==> config.mk <==
export PLATFORM = sky130hd
export DESIGN_NAME = playfield_ctrl
export DESIGN_NICKNAME = d
export VERILOG_FILES = /design/src/rtl/playfield_pkg.sv /design/src/rtl/playfield_ctrl_edge.sv /design/src/rtl/playfield_ctrl.sv
export SDC_FILE = /design/constraint.sdc
export NUM_CORES = 1
export LEC_CHECK = 0
export ABC_AREA = 1
export BUFFER_PORTS_ARGS = -buffer_cell sky130_fd_sc_hd__buf_2
export CELL_PAD_IN_SITES_DETAIL_PLACEMENT = 0
export CELL_PAD_IN_SITES_GLOBAL_PLACEMENT = 2
export CORE_ASPECT_RATIO = 0.75
export CORE_UTILIZATION = 28
export CTS_CLUSTER_DIAMETER = 30
export CTS_CLUSTER_SIZE = 20
export DETAILED_ROUTE_END_ITERATION = 12
export PLACE_DENSITY = 0.89
export REMOVE_ABC_BUFFERS = 1
export SLEW_MARGIN = 20
export SYNTH_ARGS = -nofsm -noshare
export SYNTH_HDL_FRONTEND = slang
export SYNTH_SLANG_ARGS = --single-unit
==> constraint.sdc <==
create_clock -name Clk -period 4.7 [get_ports Clk]
set_input_delay 0.47 -clock Clk [delete_from_list [all_inputs] [get_ports Clk]]
set_output_delay 0.47 -clock Clk [all_outputs]
set_load 0.02 [all_outputs]
==> src/rtl/playfield_pkg.sv <==
// ---------------------------------------------------------------------------
// playfield_pkg
// Shared definitions for the playfield controller:
//   - board geometry (COLS x ROWS)
//   - controller state encodings
//   - line-clear score table and lookup helper
// ---------------------------------------------------------------------------
package playfield_pkg;

   localparam int COLS = 10;
   localparam int ROWS = 12;

   typedef enum logic [2:0] {
      ST_INI   = 3'd0,
      ST_GEN   = 3'd1,
      ST_WAITB = 3'd2,
      ST_LOCK  = 3'd3,
      ST_SCAN  = 3'd4,
      ST_OVER  = 3'd5
   } state_t;

   // Points awarded per piece, indexed by the number of rows that piece cleared.
   localparam logic [3:0] SCORE_TAB [5] = '{4'd0, 4'd1, 4'd3, 4'd5, 4'd8};

   // A single piece spans at most four rows, so anything beyond four is
   // treated as a four-row clear.
   function automatic logic [3:0] line_points(input logic [2:0] pc);
      logic [3:0] pts;
      if (pc > 3'd4) pts = SCORE_TAB[4];
      else           pts = SCORE_TAB[pc];
      return pts;
   endfunction

endpackage

==> src/rtl/playfield_ctrl_edge.sv <==
// ---------------------------------------------------------------------------
// edge_rise
// Rising-edge detector against a registered copy of the input.
// Ports:
//   Clk   - clock, rising edge
//   Reset - asynchronous active-high reset (clears the history register)
//   d     - level input
//   pulse - high while d is 1 and the registered previous value is 0
// ---------------------------------------------------------------------------
module edge_rise (
   input  logic Clk,
   input  logic Reset,
   input  logic d,
   output logic pulse
);

   logic prev_q;
   logic prev_d;

   always_comb begin
      prev_d = d;
   end

   always_ff @(posedge Clk or posedge Reset) begin
      if (Reset) prev_q <= 1'b0;
      else       prev_q <= prev_d;
   end

   assign pulse = d & ~prev_q;

endmodule

==> src/rtl/playfield_ctrl.sv <==
// ---------------------------------------------------------------------------
// playfield_ctrl
// Falling-block playfield controller. Requests a block, waits for it to land,
// ORs the four landed cells into the board, then scans the board bottom-up one
// row per cycle, collapsing full rows and scoring the piece before requesting
// the next one (or stopping in OVER if the block reached the top row).
// Ports:
//   Clk, Reset           - clock (rising edge), asynchronous active-high reset
//   bottom_flag          - level-high while the generator's block is landed
//   top_flag             - landed block touches row 11
//   Ack                  - player acknowledge, only honoured in OVER
//   x1..x4, y1..y4       - landed cell coordinates (x 0..9, y 0..11)
//   arr0..arr11          - board rows, arrN[i] = cell (i, N) occupied
//   gen_flag             - one-cycle request for the next block
//   game_over            - high while in OVER
//   score                - accumulated score, saturating
//   lines                - total cleared rows, saturating at 255
//   state                - current state encoding
// ---------------------------------------------------------------------------
module playfield_ctrl
   import playfield_pkg::*;
#(
   parameter int SCORE_W = 16
) (
   input  logic               Clk,
   input  logic               Reset,
   input  logic               bottom_flag,
   input  logic               top_flag,
   input  logic               Ack,
   input  logic [3:0]         x1,
   input  logic [3:0]         x2,
   input  logic [3:0]         x3,
   input  logic [3:0]         x4,
   input  logic [3:0]         y1,
   input  logic [3:0]         y2,
   input  logic [3:0]         y3,
   input  logic [3:0]         y4,
   output logic [9:0]         arr0,
   output logic [9:0]         arr1,
   output logic [9:0]         arr2,
   output logic [9:0]         arr3,
   output logic [9:0]         arr4,
   output logic [9:0]         arr5,
   output logic [9:0]         arr6,
   output logic [9:0]         arr7,
   output logic [9:0]         arr8,
   output logic [9:0]         arr9,
   output logic [9:0]         arr10,
   output logic [9:0]         arr11,
   output logic               gen_flag,
   output logic               game_over,
   output logic [SCORE_W-1:0] score,
   output logic [7:0]         lines,
   output logic [2:0]         state
);

   state_t             state_q, state_d;
   logic [COLS-1:0]    rows_q [ROWS];
   logic [COLS-1:0]    rows_d [ROWS];
   logic [SCORE_W-1:0] score_q, score_d;
   logic [7:0]         lines_q, lines_d;
   logic [2:0]         pc_q, pc_d;
   logic [3:0]         r_q, r_d;
   logic               top_l_q, top_l_d;

   logic               bottom_rise;
   logic [3:0]         cell_x [4];
   logic [3:0]         cell_y [4];
   logic [SCORE_W:0]   score_sum;

   assign cell_x[0] = x1;
   assign cell_x[1] = x2;
   assign cell_x[2] = x3;
   assign cell_x[3] = x4;
   assign cell_y[0] = y1;
   assign cell_y[1] = y2;
   assign cell_y[2] = y3;
   assign cell_y[3] = y4;

   // The history register keeps tracking bottom_flag in every state, so a
   // level that stayed high through LOCK/SCAN/GEN cannot fire in WAITB.
   edge_rise u_edge (
      .Clk   (Clk),
      .Reset (Reset),
      .d     (bottom_flag),
      .pulse (bottom_rise)
   );

   // One extra bit on the sum exposes overflow for score saturation.
   assign score_sum = {1'b0, score_q} + (SCORE_W+1)'(line_points(pc_q));

   always_comb begin
      state_d = state_q;
      rows_d  = rows_q;
      score_d = score_q;
      lines_d = lines_q;
      pc_d    = pc_q;
      r_d     = r_q;
      top_l_d = top_l_q;

      case (state_q)
         ST_INI: begin
            for (int i = 0; i < ROWS; i++) rows_d[i] = '0;
            score_d = '0;
            lines_d = '0;
            state_d = ST_GEN;
         end
         ST_GEN: begin
            pc_d    = '0;
            state_d = ST_WAITB;
         end
         ST_WAITB: begin
            if (bottom_rise) state_d = ST_LOCK;
         end
         ST_LOCK: begin
            // Off-board cells are dropped; duplicates simply re-set a bit.
            for (int k = 0; k < 4; k++) begin
               if (cell_x[k] < 4'(COLS) && cell_y[k] < 4'(ROWS))
                  rows_d[cell_y[k]][cell_x[k]] = 1'b1;
            end
            top_l_d = top_flag;
            r_d     = '0;
            state_d = ST_SCAN;
         end
         ST_SCAN: begin
            if (&rows_q[r_q]) begin
               // Collapse rows above r down by one; r stays put so the row
               // that just dropped into r is examined next cycle.
               for (int i = 0; i < ROWS-1; i++) begin
                  if (4'(i) >= r_q) rows_d[i] = rows_q[i+1];
               end
               rows_d[ROWS-1] = '0;
               pc_d    = pc_q + 3'd1;
               lines_d = (lines_q == 8'hFF) ? lines_q : lines_q + 8'd1;
            end else if (r_q == 4'(ROWS-1)) begin
               score_d = score_sum[SCORE_W] ? '1 : score_sum[SCORE_W-1:0];
               state_d = top_l_q ? ST_OVER : ST_GEN;
            end else begin
               r_d = r_q + 4'd1;
            end
         end
         ST_OVER: begin
            if (Ack) state_d = ST_INI;
         end
         default: begin
            state_d = ST_INI;
         end
      endcase
   end

   always_ff @(posedge Clk or posedge Reset) begin
      if (Reset) begin
         state_q <= ST_INI;
         for (int i = 0; i < ROWS; i++) rows_q[i] <= '0;
         score_q <= '0;
         lines_q <= '0;
         pc_q    <= '0;
         r_q     <= '0;
         top_l_q <= 1'b0;
      end else begin
         state_q <= state_d;
         for (int i = 0; i < ROWS; i++) rows_q[i] <= rows_d[i];
         score_q <= score_d;
         lines_q <= lines_d;
         pc_q    <= pc_d;
         r_q     <= r_d;
         top_l_q <= top_l_d;
      end
   end

   assign arr0      = rows_q[0];
   assign arr1      = rows_q[1];
   assign arr2      = rows_q[2];
   assign arr3      = rows_q[3];
   assign arr4      = rows_q[4];
   assign arr5      = rows_q[5];
   assign arr6      = rows_q[6];
   assign arr7      = rows_q[7];
   assign arr8      = rows_q[8];
   assign arr9      = rows_q[9];
   assign arr10     = rows_q[10];
   assign arr11     = rows_q[11];
   assign gen_flag  = (state_q == ST_GEN);
   assign game_over = (state_q == ST_OVER);
   assign score     = score_q;
   assign lines     = lines_q;
   assign state     = state_q;

endmodule

==> results.rst <==
.. list-table::
   :header-rows: 1

   * - Metric
     - Value
   * - Run status
     - finished clean
   * - Proportion of netlist area held by the largest area contributor
     - 28.9%
   * - Count of buffers added by post-CTS timing repair for setup
     - 0
   * - MaxCap Viol Count
     - 0
   * - Cell family with most CP delay
     - simple AND/OR/NAND/NOR gates
   * - Post-route DRC
     - 0
   * - Core footprint
     - 47,500 sq um
   * - Post-layout minimum cycle time
     - 3.94 ns
   * - Wire length on met2
     - 30,900 um
   * - Sequential share of the synthesized area
     - 28.9%
   * - Number of buffer cells added on primary ports
     - 185
   * - 1st-pass router iterations
     - 6
   * - Cells along the critical path
     - nor2_1 -> nand2_4 -> inv_2 -> nor2_1 -> a21oi_1 -> nand2_2 -> nand2_1 -> nand2_1
   * - Syn avg cell area
     - 5.96 sq um
   * - Height of the die
     - 192 um
   * - Post-CTS Hold Fix Bufs
     - 0
   * - Power Dens Cells
     - 356 nW/um^2
   * - Clock tree root driver cell
     - clkbuf_16
   * - Type of destination of the critical path
     - flop
   * - Initial cell density of the core
     - 28.4%
   * - Pin count of the biggest net entering global routing
     - 91
   * - Final setup violation count
     - 0
   * - Congestion Overflow GR
     - 0
   * - Maximum fanout along the worst path
     - 33
   * - PostCTS Resize Cnt
     - 0
   * - Met3 layer wire length in the routed design
     - 10,800 um
   * - CP Buf/Inv Count
     - 1
   * - Critical-path cell with the highest stage delay
     - a21oi_1
   * - Vias after detailed routing
     - 17,700
   * - Syn Std Cell Area
     - 13,500 sq um
   * - I/O pin count
     - 186
   * - Fill cell count
     - 5,358
   * - Cell accounting for the most synthesized area
     - dfrtp_1
   * - Clock tree from TritonCTS
     - done
   * - Highest Clock Rate
     - 254 MHz
   * - Number of antenna violations at the first check in global routing
     - 0
   * - Level count of the clock H-tree
     - 4
   * - Floorplan die area
     - 49,100 sq um
   * - Worst clock skew
     - 0.0146 ns
   * - Count of mapped cells out of synthesis
     - 2,265
   * - Width of the die
     - 256 um
   * - Layout Area Growth over Synthesis
     - 16.4%
   * - Ratio of cells with drive above 1 in the final layout
     - 11.9%
   * - Number of different library cells in the post-synthesis netlist
     - 44
   * - Number of buffers created by CTS
     - 17
   * - Main flop type after synthesis
     - dfrtp_1
   * - Count of flip-flops with a built-in enable after synthesis
     - 0
   * - Number of failing hold endpoints at the final stage
     - 0
   * - Total count of max-transition violations in the final report
     - 0
   * - Global-route wire length before repair
     - 115,000 um
   * - Number of global-route vias before repair
     - 16,000
   * - Antenna diode count
     - 0
   * - Kind of start point of the critical path
     - flop
   * - Top Layer Used
     - met4
   * - Synth top area cells
     - dfrtp_1, nand2_1, nand3_1
   * - Largest stage delay, worst path
     - 0.91 ns
   * - Clk buf depth
     - 2
   * - Pin slew with the least headroom to its limit
     - 1.32 ns
   * - Slew HR
     - 11.9%
   * - Commonest cells after routing, fill and taps aside
     - nand2_1, nand3_1, inv_1, buf_2, o21ai_0
   * - Hold Path Class
     - primary input to async pin
   * - Number of nets at the end of the flow
     - 2,455
   * - Clock slew at the register clock pins of the worst setup and hold paths
     - 0.07 ns
   * - Yosys warnings
     - 0
   * - Maximum ir drop on the vdd rail
     - 0.292 mV
   * - Clk sinks
     - 156
   * - Wire length the detailed router placed on met1
     - 36,400 um
   * - R2R Setup Slk
     - 0.76 ns
   * - Total Power Consumption
     - 0.00560 W
   * - Design Area, Final
     - 15,700 sq um
   * - Wirelength, routed
     - 81,000 um
   * - Worst-Skew Late Latency
     - 0.48 ns
   * - Final weighted congestion in routability-driven placement
     - 1.09
   * - Detailed Route Iter0 Violations
     - 2,793
   * - Final antenna-violating net count
     - 0
   * - Unrepaired setup endpoints after global routing
     - no
   * - Share of synthesized registers carrying an async set or reset
     - 100%
   * - Data required time of the critical path
     - 5.06 ns
   * - Routed length per placed instance
     - 26.5 um
   * - Final cycle utilization of the critical path
     - 83.8%
   * - Standard-cell row count
     - 69
   * - Flop and latch count out of synthesis
     - 156
   * - Category of the most critical setup path
     - flop to flop
   * - Total routing resource utilization after global routing
     - 32.4%
   * - Standard cell area after detailed placement
     - 15,100 sq um
   * - Most common cell after layout, fill and taps aside
     - nand2_1
   * - Mean number of vias per cell
     - 5.77
   * - HPWL Detailed
     - 58,800 um
   * - Data arrival time of the critical path
     - 4.30 ns
   * - Leakage power of the design
     - 7.94 nW
==> registers in the layout (all words and copies together) (netlist names), 3 cells and up <==
register / flops
r_q: 4
arr1: 10
arr8: 10
score: 16
arr10: 10
lines: 8
arr0: 10
arr6: 10
arr9: 10
arr4: 10
arr5: 10
arr3: 10
arr2: 10
arr11: 10
arr7: 10
state: 3
pc_q: 3
==> routing by layer <==
metal / track usage, % / vias to the layer above
met4: 11.3 / 0
met3: 11.4 / 179
li1: - / 7742
met1: 46.9 / 8459
met2: 43.3 / 1274
met5: 0 / -
==> logic make-up (layout without fill, tap and decap cells) <==
kind of cell,after synthesis,after routing,share of synthesized area [%]
buffers and inverters,356,509,10.6
AND/OR/NAND/NOR,1284,1284,39.2
AO/OA/AOI/OAI,445,445,19.3
adder cells (fa/ha/maj),13,13,1.26
XOR/XNOR,11,11,0.714
flip-flops,156,156,28.9
==> Yosys cell counts (12+ instances only) <==
master and count:
nand4_1 13, ha_1 12, nor2_1 125, nand3_1 251, a21oi_1 148, o211ai_1 23, o2111ai_1 62, clkbuf_1 63
nand2_1 854, o21ai_0 162, nand2_2 12, dfrtp_1 156, buf_2 16, o22ai_1 29, inv_1 246
==> worst paths after layout <==
| path | start | endpoint | depth (start not counted) |
|---|---|---|---|
| worst max-delay path | state[1] | arr5[3] | 8 |
| worst min-delay path | Reset | lines[1] | 2 |
| worst max register to register | state[1] | arr5[3] | 8 |
| worst min register to register | arr11[2] | arr11[2] | 2 |
| max in group asynchronous | Reset | arr0[5] | 3 |
| min in group Clk | bottom_flag | u_edge.prev_q | 1 |
==> where the power goes <==
group | internal, W | switching, W | leakage (nW)
clock network | 0.000879 | 0.000636 | 0.298
registers | 0.00140 | 0.0000940 | 2.17
logic | 0.000511 | 0.00207 | 5.47
==> area by class of cell <==
cell class	count	area, sq um	area share (%)
clock buffers	23	478	3.04
clock inverters	9	134	0.852
well taps	639	800	5.09
repair buffers	217	1190	7.58
multi-input cells	1753	8230	52.4
inverters	260	981	6.24
flip-flops and latches	156	3910	24.8
==> stage by stage <==
stage               setup WS [ns]  hold slack [ns]  utilization (%)  instances  setup TNS (ns)
floorplan                   -1.23            0.501                -       2169         -130.80
global placement            0.927            0.479             31.8       3025               0
detailed placement          0.892            0.487             31.8       3025               0
CTS                         0.880           0.0916             33.1       3057               0
global route                0.541            0.103             33.1       3057               0
finish                      0.761           0.0668             33.1       3057               0
(Power assumes the default switching activity.)
